[config.mk]
export PLATFORM = sky130hd
export DESIGN_NAME = i2c_bit_sequencer_flat
export DESIGN_NICKNAME = d
export VERILOG_FILES = /design/src/rtl/i2c_bit_sequencer_pkg.sv /design/src/rtl/i2c_bit_sequencer_if.sv /design/src/rtl/i2c_bit_sequencer_quarter_tick.sv /design/src/rtl/i2c_bit_sequencer.sv /design/src/flat_wrapper.sv
export SDC_FILE = /design/constraint.sdc
export NUM_CORES = 1
export LEC_CHECK = 0
export BUFFER_PORTS_ARGS = -buffer_cell sky130_fd_sc_hd__buf_2
export CORE_MARGIN = 1.5
export CORE_UTILIZATION = 52
export CTS_CLUSTER_SIZE = 16
export DETAILED_ROUTE_END_ITERATION = 8
export GPL_ROUTABILITY_DRIVEN = 0
export PLACE_DENSITY = 0.76
export SKIP_LAST_GASP = 1
export SLEW_MARGIN = 5
export SYNTH_ARGS = -nofsm -noshare
export SYNTH_HDL_FRONTEND = slang
export SYNTH_SLANG_ARGS = --single-unit
[constraint.sdc]
create_clock -name clk_i -period 2.2 [get_ports clk_i]
set_input_delay 0.33 -clock clk_i [delete_from_list [all_inputs] [get_ports clk_i]]
set_output_delay 0.33 -clock clk_i [all_outputs]
set_load 0.005 [all_outputs]
[src/rtl/i2c_bit_sequencer_pkg.sv]
// Shared types for the I2C bit sequencer: command encodings, quarter/FSM enums
// and the per-quarter SCL/SDA drive tables (bit q of each table = quarter q).
package i2c_bit_sequencer_pkg;

    typedef enum logic [1:0] {
        CMD_START = 2'd0,
        CMD_STOP  = 2'd1,
        CMD_WRITE = 2'd2,
        CMD_READ  = 2'd3
    } cmd_e;

    typedef enum logic [1:0] {Q0, Q1, Q2, Q3} quarter_e;

    typedef enum logic {ST_IDLE, ST_RUN} state_e;

    typedef struct packed {
        logic scl_oe;
        logic sda_oe;
    } drive_t;

    // 1 = pull the line low in that quarter; WRITE SDA follows the data bit instead.
    localparam logic [3:0] START_SCL = 4'b1000;
    localparam logic [3:0] START_SDA = 4'b1100;
    localparam logic [3:0] STOP_SCL  = 4'b0001;
    localparam logic [3:0] STOP_SDA  = 4'b0111;
    localparam logic [3:0] DATA_SCL  = 4'b1001;
    localparam logic [3:0] READ_SDA  = 4'b0000;

    function automatic drive_t drive_for(cmd_e c, logic din, quarter_e q);
        drive_t d;
        // NOTE: assign a default before the case so no path leaves d unassigned;
        // the same habit in always_comb blocks is what keeps latches from being inferred.
        d = '0;
        case (c)
            CMD_START: begin
                d.scl_oe = START_SCL[q];
                d.sda_oe = START_SDA[q];
            end
            CMD_STOP: begin
                d.scl_oe = STOP_SCL[q];
                d.sda_oe = STOP_SDA[q];
            end
            CMD_WRITE: begin
                d.scl_oe = DATA_SCL[q];
                d.sda_oe = ~din;
            end
            default: begin
                d.scl_oe = DATA_SCL[q];
                d.sda_oe = READ_SDA[q];
            end
        endcase
        return d;
    endfunction

    function automatic quarter_e next_quarter(quarter_e q);
        case (q)
            Q0:      return Q1;
            Q1:      return Q2;
            Q2:      return Q3;
            default: return Q0;
        endcase
    endfunction

endpackage

[src/rtl/i2c_bit_sequencer_if.sv]
// Command/response link between the byte-level controller (master) and the
// bit sequencer (slave).
interface i2c_bit_sequencer_if;
    import i2c_bit_sequencer_pkg::*;

    logic cmd_valid;
    logic cmd_ready;
    cmd_e cmd;
    logic cmd_din;
    logic rsp_valid;
    logic rsp_dout;
    logic arb_lost;
    logic bus_busy;

    modport master (
        output cmd_valid, cmd, cmd_din,
        input  cmd_ready, rsp_valid, rsp_dout, arb_lost, bus_busy
    );

    modport slave (
        input  cmd_valid, cmd, cmd_din,
        output cmd_ready, rsp_valid, rsp_dout, arb_lost, bus_busy
    );

endinterface

[src/rtl/i2c_bit_sequencer_quarter_tick.sv]
// Quarter-bit prescaler: counts 0..div and emits a tick on the terminal count;
// freezes while the slave stretches SCL.
module i2c_bit_sequencer_quarter_tick #(
    parameter int DIV_W = 16
) (
    input  logic             clk_i,
    input  logic             reset,
    input  logic             clear,
    input  logic             run,
    input  logic             hold,
    input  logic [DIV_W-1:0] div,
    output logic             tick
);

    logic [DIV_W-1:0] cnt;

    assign tick = run && !hold && (cnt == div);

    // NOTE: sequential state is written with non-blocking assignments so every
    // flop samples pre-edge values regardless of statement order.
    always_ff @(posedge clk_i or posedge reset) begin
        if (reset) begin
            cnt <= '0;
        end else if (clear) begin
            cnt <= '0;
        end else if (run && !hold) begin
            cnt <= tick ? '0 : cnt + DIV_W'(1);
        end
    end

endmodule

[src/rtl/i2c_bit_sequencer.sv]
// I2C bit-level sequencer: runs one START/STOP/WRITE/READ command as four
// quarter-bit phases, driving open-drain SCL/SDA enables.
module i2c_bit_sequencer
    import i2c_bit_sequencer_pkg::*;
#(
    parameter int DIV_W = 16
) (
    input  logic                clk_i,
    input  logic                reset,
    input  logic                enable,
    input  logic [DIV_W-1:0]    clk_div,
    i2c_bit_sequencer_if.slave  bus,
    input  logic                scl_i,
    input  logic                sda_i,
    output logic                scl_oe,
    output logic                sda_oe
);

    state_e           state;
    quarter_e         quarter;
    cmd_e             cmd_q;
    logic             din_q;
    logic [DIV_W-1:0] div_q;
    logic             ready_en;
    logic             rsp_valid_q;
    logic             rsp_dout_q;
    logic             arb_lost_q;
    logic             bus_busy_q;

    logic   cmd_ready;
    logic   accept;
    logic   run;
    logic   hold;
    logic   tick;
    logic   arb_hit;
    drive_t drv_first;
    drive_t drv_next;

    // ready_en keeps cmd_ready low while reset is asserted and for the release edge.
    assign cmd_ready = ready_en && (state == ST_IDLE) && enable;
    assign accept    = bus.cmd_valid && cmd_ready;
    assign run       = (state == ST_RUN);

    // A slave holding SCL low while we have released it stretches the high phase.
    assign hold = run && ((quarter == Q1) || (quarter == Q2)) && !scl_oe && !scl_i;

    assign arb_hit   = (quarter == Q2) && (cmd_q == CMD_WRITE) && din_q && !sda_i;
    assign drv_first = drive_for(bus.cmd, bus.cmd_din, Q0);
    assign drv_next  = drive_for(cmd_q, din_q, next_quarter(quarter));

    i2c_bit_sequencer_quarter_tick #(
        .DIV_W (DIV_W)
    ) u_tick (
        .clk_i (clk_i),
        .reset (reset),
        .clear (accept || !enable),
        .run   (run),
        .hold  (hold),
        .div   (div_q),
        .tick  (tick)
    );

    always_ff @(posedge clk_i or posedge reset) begin
        if (reset) begin
            state       <= ST_IDLE;
            quarter     <= Q0;
            cmd_q       <= CMD_START;
            din_q       <= 1'b0;
            div_q       <= '0;
            ready_en    <= 1'b0;
            rsp_valid_q <= 1'b0;
            rsp_dout_q  <= 1'b0;
            arb_lost_q  <= 1'b0;
            bus_busy_q  <= 1'b0;
            scl_oe      <= 1'b0;
            sda_oe      <= 1'b0;
        end else begin
            ready_en    <= 1'b1;
            rsp_valid_q <= 1'b0;
            arb_lost_q  <= 1'b0;
            if (!enable) begin
                state      <= ST_IDLE;
                quarter    <= Q0;
                scl_oe     <= 1'b0;
                sda_oe     <= 1'b0;
                bus_busy_q <= 1'b0;
            end else begin
                case (state)
                    ST_IDLE: begin
                        if (accept) begin
                            state      <= ST_RUN;
                            quarter    <= Q0;
                            cmd_q      <= bus.cmd;
                            din_q      <= bus.cmd_din;
                            div_q      <= clk_div;
                            rsp_dout_q <= 1'b0;
                            scl_oe     <= drv_first.scl_oe;
                            sda_oe     <= drv_first.sda_oe;
                        end
                    end
                    default: begin
                        if (tick) begin
                            if (quarter == Q3) begin
                                // Lines keep their Q3 drive: the bus stays parked in IDLE.
                                state       <= ST_IDLE;
                                quarter     <= Q0;
                                rsp_valid_q <= 1'b1;
                                if (cmd_q == CMD_START) bus_busy_q <= 1'b1;
                                if (cmd_q == CMD_STOP)  bus_busy_q <= 1'b0;
                            end else if (arb_hit) begin
                                state      <= ST_IDLE;
                                quarter    <= Q0;
                                arb_lost_q <= 1'b1;
                                bus_busy_q <= 1'b0;
                                scl_oe     <= 1'b0;
                                sda_oe     <= 1'b0;
                            end else begin
                                if ((quarter == Q2) && (cmd_q == CMD_READ)) begin
                                    rsp_dout_q <= sda_i;
                                end
                                quarter <= next_quarter(quarter);
                                scl_oe  <= drv_next.scl_oe;
                                sda_oe  <= drv_next.sda_oe;
                            end
                        end
                    end
                endcase
            end
        end
    end

    assign bus.cmd_ready = cmd_ready;
    assign bus.rsp_valid = rsp_valid_q;
    assign bus.rsp_dout  = rsp_dout_q;
    assign bus.arb_lost  = arb_lost_q;
    assign bus.bus_busy  = bus_busy_q;

endmodule

[src/flat_wrapper.sv]
// flat-port wrapper written by rule: the top's interface ports become plain ports
module i2c_bit_sequencer_flat import i2c_bit_sequencer_pkg::*;
#(
    parameter int DIV_W = 16
)
  (clk_i, reset, enable, clk_div, scl_i, sda_i, scl_oe, sda_oe, bus_cmd_valid, bus_cmd, bus_cmd_din, bus_cmd_ready, bus_rsp_valid, bus_rsp_dout, bus_arb_lost, bus_bus_busy);
  i2c_bit_sequencer_if bus_i ();
  input  logic clk_i;
  input  logic reset;
  input  logic enable;
  input  logic [DIV_W-1:0] clk_div;
  input  logic scl_i;
  input  logic sda_i;
  output logic scl_oe;
  output logic sda_oe;
  input wire logic [$bits(bus_i.cmd_valid)-1:0] bus_cmd_valid;
  input wire logic [$bits(bus_i.cmd)-1:0] bus_cmd;
  input wire logic [$bits(bus_i.cmd_din)-1:0] bus_cmd_din;
  output wire logic [$bits(bus_i.cmd_ready)-1:0] bus_cmd_ready;
  output wire logic [$bits(bus_i.rsp_valid)-1:0] bus_rsp_valid;
  output wire logic [$bits(bus_i.rsp_dout)-1:0] bus_rsp_dout;
  output wire logic [$bits(bus_i.arb_lost)-1:0] bus_arb_lost;
  output wire logic [$bits(bus_i.bus_busy)-1:0] bus_bus_busy;
  assign bus_i.cmd_valid = bus_cmd_valid;
  assign bus_i.cmd = bus_cmd;
  assign bus_i.cmd_din = bus_cmd_din;
  assign bus_cmd_ready = bus_i.cmd_ready;
  assign bus_rsp_valid = bus_i.rsp_valid;
  assign bus_rsp_dout = bus_i.rsp_dout;
  assign bus_arb_lost = bus_i.arb_lost;
  assign bus_bus_busy = bus_i.bus_busy;
  i2c_bit_sequencer #(.DIV_W(DIV_W)) u_core (.clk_i(clk_i), .reset(reset), .enable(enable), .clk_div(clk_div), .bus(bus_i), .scl_i(scl_i), .sda_i(sda_i), .scl_oe(scl_oe), .sda_oe(sda_oe));
endmodule
==> results.py <==
metrics = {
    "layout": {
        "nNetsFinal": 330,
        "n_antenna_cell": 0,
        "instances_no_fill": 352,
        "num-fill-cells": 371,
        "layout-drive-gt1-share_pct": 21.33,
        "area_growth_pct": 13.77,
    },
    "worst_setup_path": {
        "critPathMaxFanout": 7,
        "setup.reg_to_reg.worst_slack_ps": 160,
        "criticalPathCategory": "flop to flop",
        "crit_path_top_delay_cell": "sky130_fd_sc_hd__dfrtp_1",
        "path_delay_family": "simple AND/OR/NAND/NOR gates",
        "worst-r2r-cell-count": 8,
        "critical_path_buffers_and_inverters": 2,
        "worst-path-stages": 8,
        "required_time_of_the_critical_path_ps": 2390,
        "worst_setup_path_endpoint": "u_core.u_tick.cnt[0]",
        "cp-start-kind": "flop",
        "timing.critical_path.arrival_ps": 2230,
        "crit_path_max_incr_delay_ps": 390,
        "critPathCaptureType": "flop",
        "reg2reg_to": "u_core.u_tick.cnt[0]",
        "worstPathCellList": "inv_1, ha_1, nor3b_2, nand2b_4, nor4_4, a21o_1, buf_4, o31ai_1",
        "r2r-start": "u_core.quarter[0]",
        "timing.critical_path.from": "u_core.quarter[0]",
    },
    "place": {
        "hpwlAfterDp_um": 3779,
        "dp.cells": 344,
        "dp_worst_setup_slack_ps": 41.74,
        "portBuffers": 31,
    },
    "timing": {
        "setup_total_negative_slack_ps": 0,
        "postLayoutSetupSlackWorst_ps": 160.8,
        "worst_hold_slack_ps": 45.67,
        "report.final.slew_viol_count": 0,
        "worst_slew_margin_rel_pct": 54.25,
        "clock.fmax_mhz": 490.4,
        "grt_setup_unrepaired": "false",
        "post-route-period-util_pct": 92.69,
        "tightest_slew_ps": 682.0,
        "setup_viol_count_final": 0,
        "finalCriticalPeriod_ps": 2039,
        "clock_skew_ps": 4.514,
        "final-hold-violation-count": 0,
    },
    "logic_synthesis": {
        "count_of_distinct_cell_types_in_the_synthesized_netlist": 46,
        "post-synth-top-count-cell": "sky130_fd_sc_hd__nand2_1",
        "synth_ff_type": "sky130_fd_sc_hd__dfrtp_1",
        "synth_fp_nets": 291,
        "synth-edff-count": 0,
        "synth.cells.most_frequent": "74 x sky130_fd_sc_hd__nand2_1, 45 x sky130_fd_sc_hd__dfrtp_1, 23 x sky130_fd_sc_hd__xor2_1",
        "syn-mean-instance-area_um2": 9.398,
        "yosysWarnings": 0,
        "synth_top_area_cell": "sky130_fd_sc_hd__dfrtp_1",
        "synth-seq-cells": 45,
        "netlist_area_um2": 2444,
        "synth.area.top_cells": "sky130_fd_sc_hd__dfrtp_1 46%, sky130_fd_sc_hd__nand2_1 11%, sky130_fd_sc_hd__xor2_1 8.2%",
        "synthDominantCellAreaShare_pct": 46.08,
        "synth_cells": 260,
        "ys_async_sr_fraction_pct": 100.0,
        "synth_sequential_area_ratio_pct": 46.08,
    },
    "floorplan": {
        "dieArea_um2": 5119,
        "core-area_um2": 4444,
        "die_h_um": 71.55,
        "initial_core_util_pct": 54.98,
        "io_pins": 32,
        "std_cell_rows": 24,
        "die_width_um": 71.55,
    },
    "drt": {
        "totalWireLength_um": 4963,
        "wire_per_inst_um": 14.10,
        "remaining_drc_errors": 1,
        "vias": 1895,
        "drtAntennaViolNets": 0,
        "routed_via_density": 5.384,
        "drt_pass1_iterations": 6,
        "first_iter_violations": 155,
    },
    "grt": {
        "grt_use_total_pct": 21.61,
        "globalRouteOverflowTotal": 0,
        "global_route_wire_length_before_repair_um": 8700,
        "first_global_vias": 1844,
        "antenna_found_initial": 0,
        "largest_net_degree_at_the_start_of_global_routing": 23,
    },
    "flow_run": {
        "drv.max_cap_violation_count": 0,
    },
    "power": {
        "total_power_after_layout_mw": 1.854,
        "static-leakage-power_nw": 1.428,
        "powerDensity_nw_per_um2": 666.9,
        "ir_drop_mv": 0.4327,
    },
    "clock_network": {
        "cts.clk_slew.worst_paths_ps": 80,
        "cts_post_setup_buffers_inserted": 0,
        "clock_network_latency_to_the_later_pin_of_the_worst_skew_pair_ps": 290,
        "tritoncts": "yes",
        "htreeDepth": 2,
        "cts-buffers-inserted": 5,
        "cts-root-to-sink-buffers": 2,
        "cts.sinks": 45,
        "clockRootBuffer": "sky130_fd_sc_hd__clkbuf_8",
    },
    "outcome": {
        "outcome": "finished with violations",
        "violations": "design-rule violations",
    },
    "hold_path": {
        "type_of_the_worst_min_delay_path": "input port to asynchronous set/reset pin",
    },
}
## state kept, by name, indices dropped and copies added, names as in the netlist
register,cells
u_core.bus.arb_lost,1
u_core.run,1
u_core.quarter,2
u_core.scl_oe,1
u_core.din_q,1
u_core.bus.bus_busy,1
u_core.div_q,16
u_core.bus.rsp_valid,1
u_core.bus.rsp_dout,1
u_core.cmd_q,2
u_core.u_tick.cnt,16
u_core.sda_oe,1
u_core.ready_en,1
## power breakdown
group          internal [mW]  leakage (nW)  switching (mW)
Clock                  0.255        0.0512           0.281
Combinational          0.144         0.782           0.184
Sequential             0.910         0.595          0.0813
## metal layers
layer	GRT usage [%]	wire length (µm)	vias to the layer above	part of all wire, %
li1	-	-	948	-
met2	33.33	2234	54	45
met3	3.376	184	6	3.7
met5	0	0	-	0
met1	31.61	2478	887	50
met4	6.918	66	0	1.3
## how the worst min path moves through the flow
stage | start | end | slack (ps) | cells after the start
after floorplan | bus_cmd[0] | u_core.cmd_q[0] | 440 | 2
after global placement | reset | u_core.sda_oe | 370 | 2
after detailed placement | reset | u_core.din_q | 370 | 2
after CTS | reset | u_core.din_q | 50 | 2
after global routing | reset | u_core.din_q | 80 | 2
final | reset | u_core.din_q | 50 | 2
## logic make-up after synthesis
logic type               after synthesis  synth area share, %
AO/OA/AOI/OAI                         23                6.862
XOR/XNOR                              29                10.39
adder cells (fa/ha/maj)                6                3.072
buffers and inverters                 16                3.635
flip-flops                            45                46.08
multiplexers                           4                1.690
other                                  1               0.1535
AND/OR/NAND/NOR                      136                28.11
## stage by stage
step / util [%] / instance area, µm²
floorplan: - / 2444
global placement: 60.28 / 2679
detailed placement: 60.28 / 2679
CTS: 62.44 / 2775
global route: 62.56 / 2780
finish: 62.56 / 2780
## cell usage in the layout, fill, tap and decap left out, types with 3 or more instances in the layout
master,n
sky130_fd_sc_hd__clkbuf_8,6
sky130_fd_sc_hd__and3_1,7
sky130_fd_sc_hd__buf_2,31
sky130_fd_sc_hd__nor2_1,20
sky130_fd_sc_hd__o31ai_1,3
sky130_fd_sc_hd__inv_1,5
sky130_fd_sc_hd__buf_4,10
sky130_fd_sc_hd__nor4_1,8
sky130_fd_sc_hd__xor2_1,23
sky130_fd_sc_hd__xnor2_1,6
sky130_fd_sc_hd__o21ai_0,4
sky130_fd_sc_hd__nand3_1,5
sky130_fd_sc_hd__a21oi_1,4
sky130_fd_sc_hd__nand4_1,4
sky130_fd_sc_hd__mux2i_1,3
sky130_fd_sc_hd__dfrtp_1,45
sky130_fd_sc_hd__nand2_1,74
sky130_fd_sc_hd__ha_1,6
## cell type report
class / instances / area [µm²] / share of cell area (%)
well taps: 52 / 65.06 / 2.340
flip-flops and latches: 45 / 1126 / 40.50
repair buffers: 41 / 230.2 / 8.281
clock inverters: 2 / 13.76 / 0.4950
clock buffers: 6 / 82.58 / 2.970
multi-input cells: 199 / 1234 / 44.37
inverters: 7 / 28.78 / 1.035
## what timing repair did
item / CTS / global route
endpoints found under the setup margin: 0 / 16
resized for setup: 0 / 1
hold buffers: 0 / 0
Power figures use the tool's default switching activity.
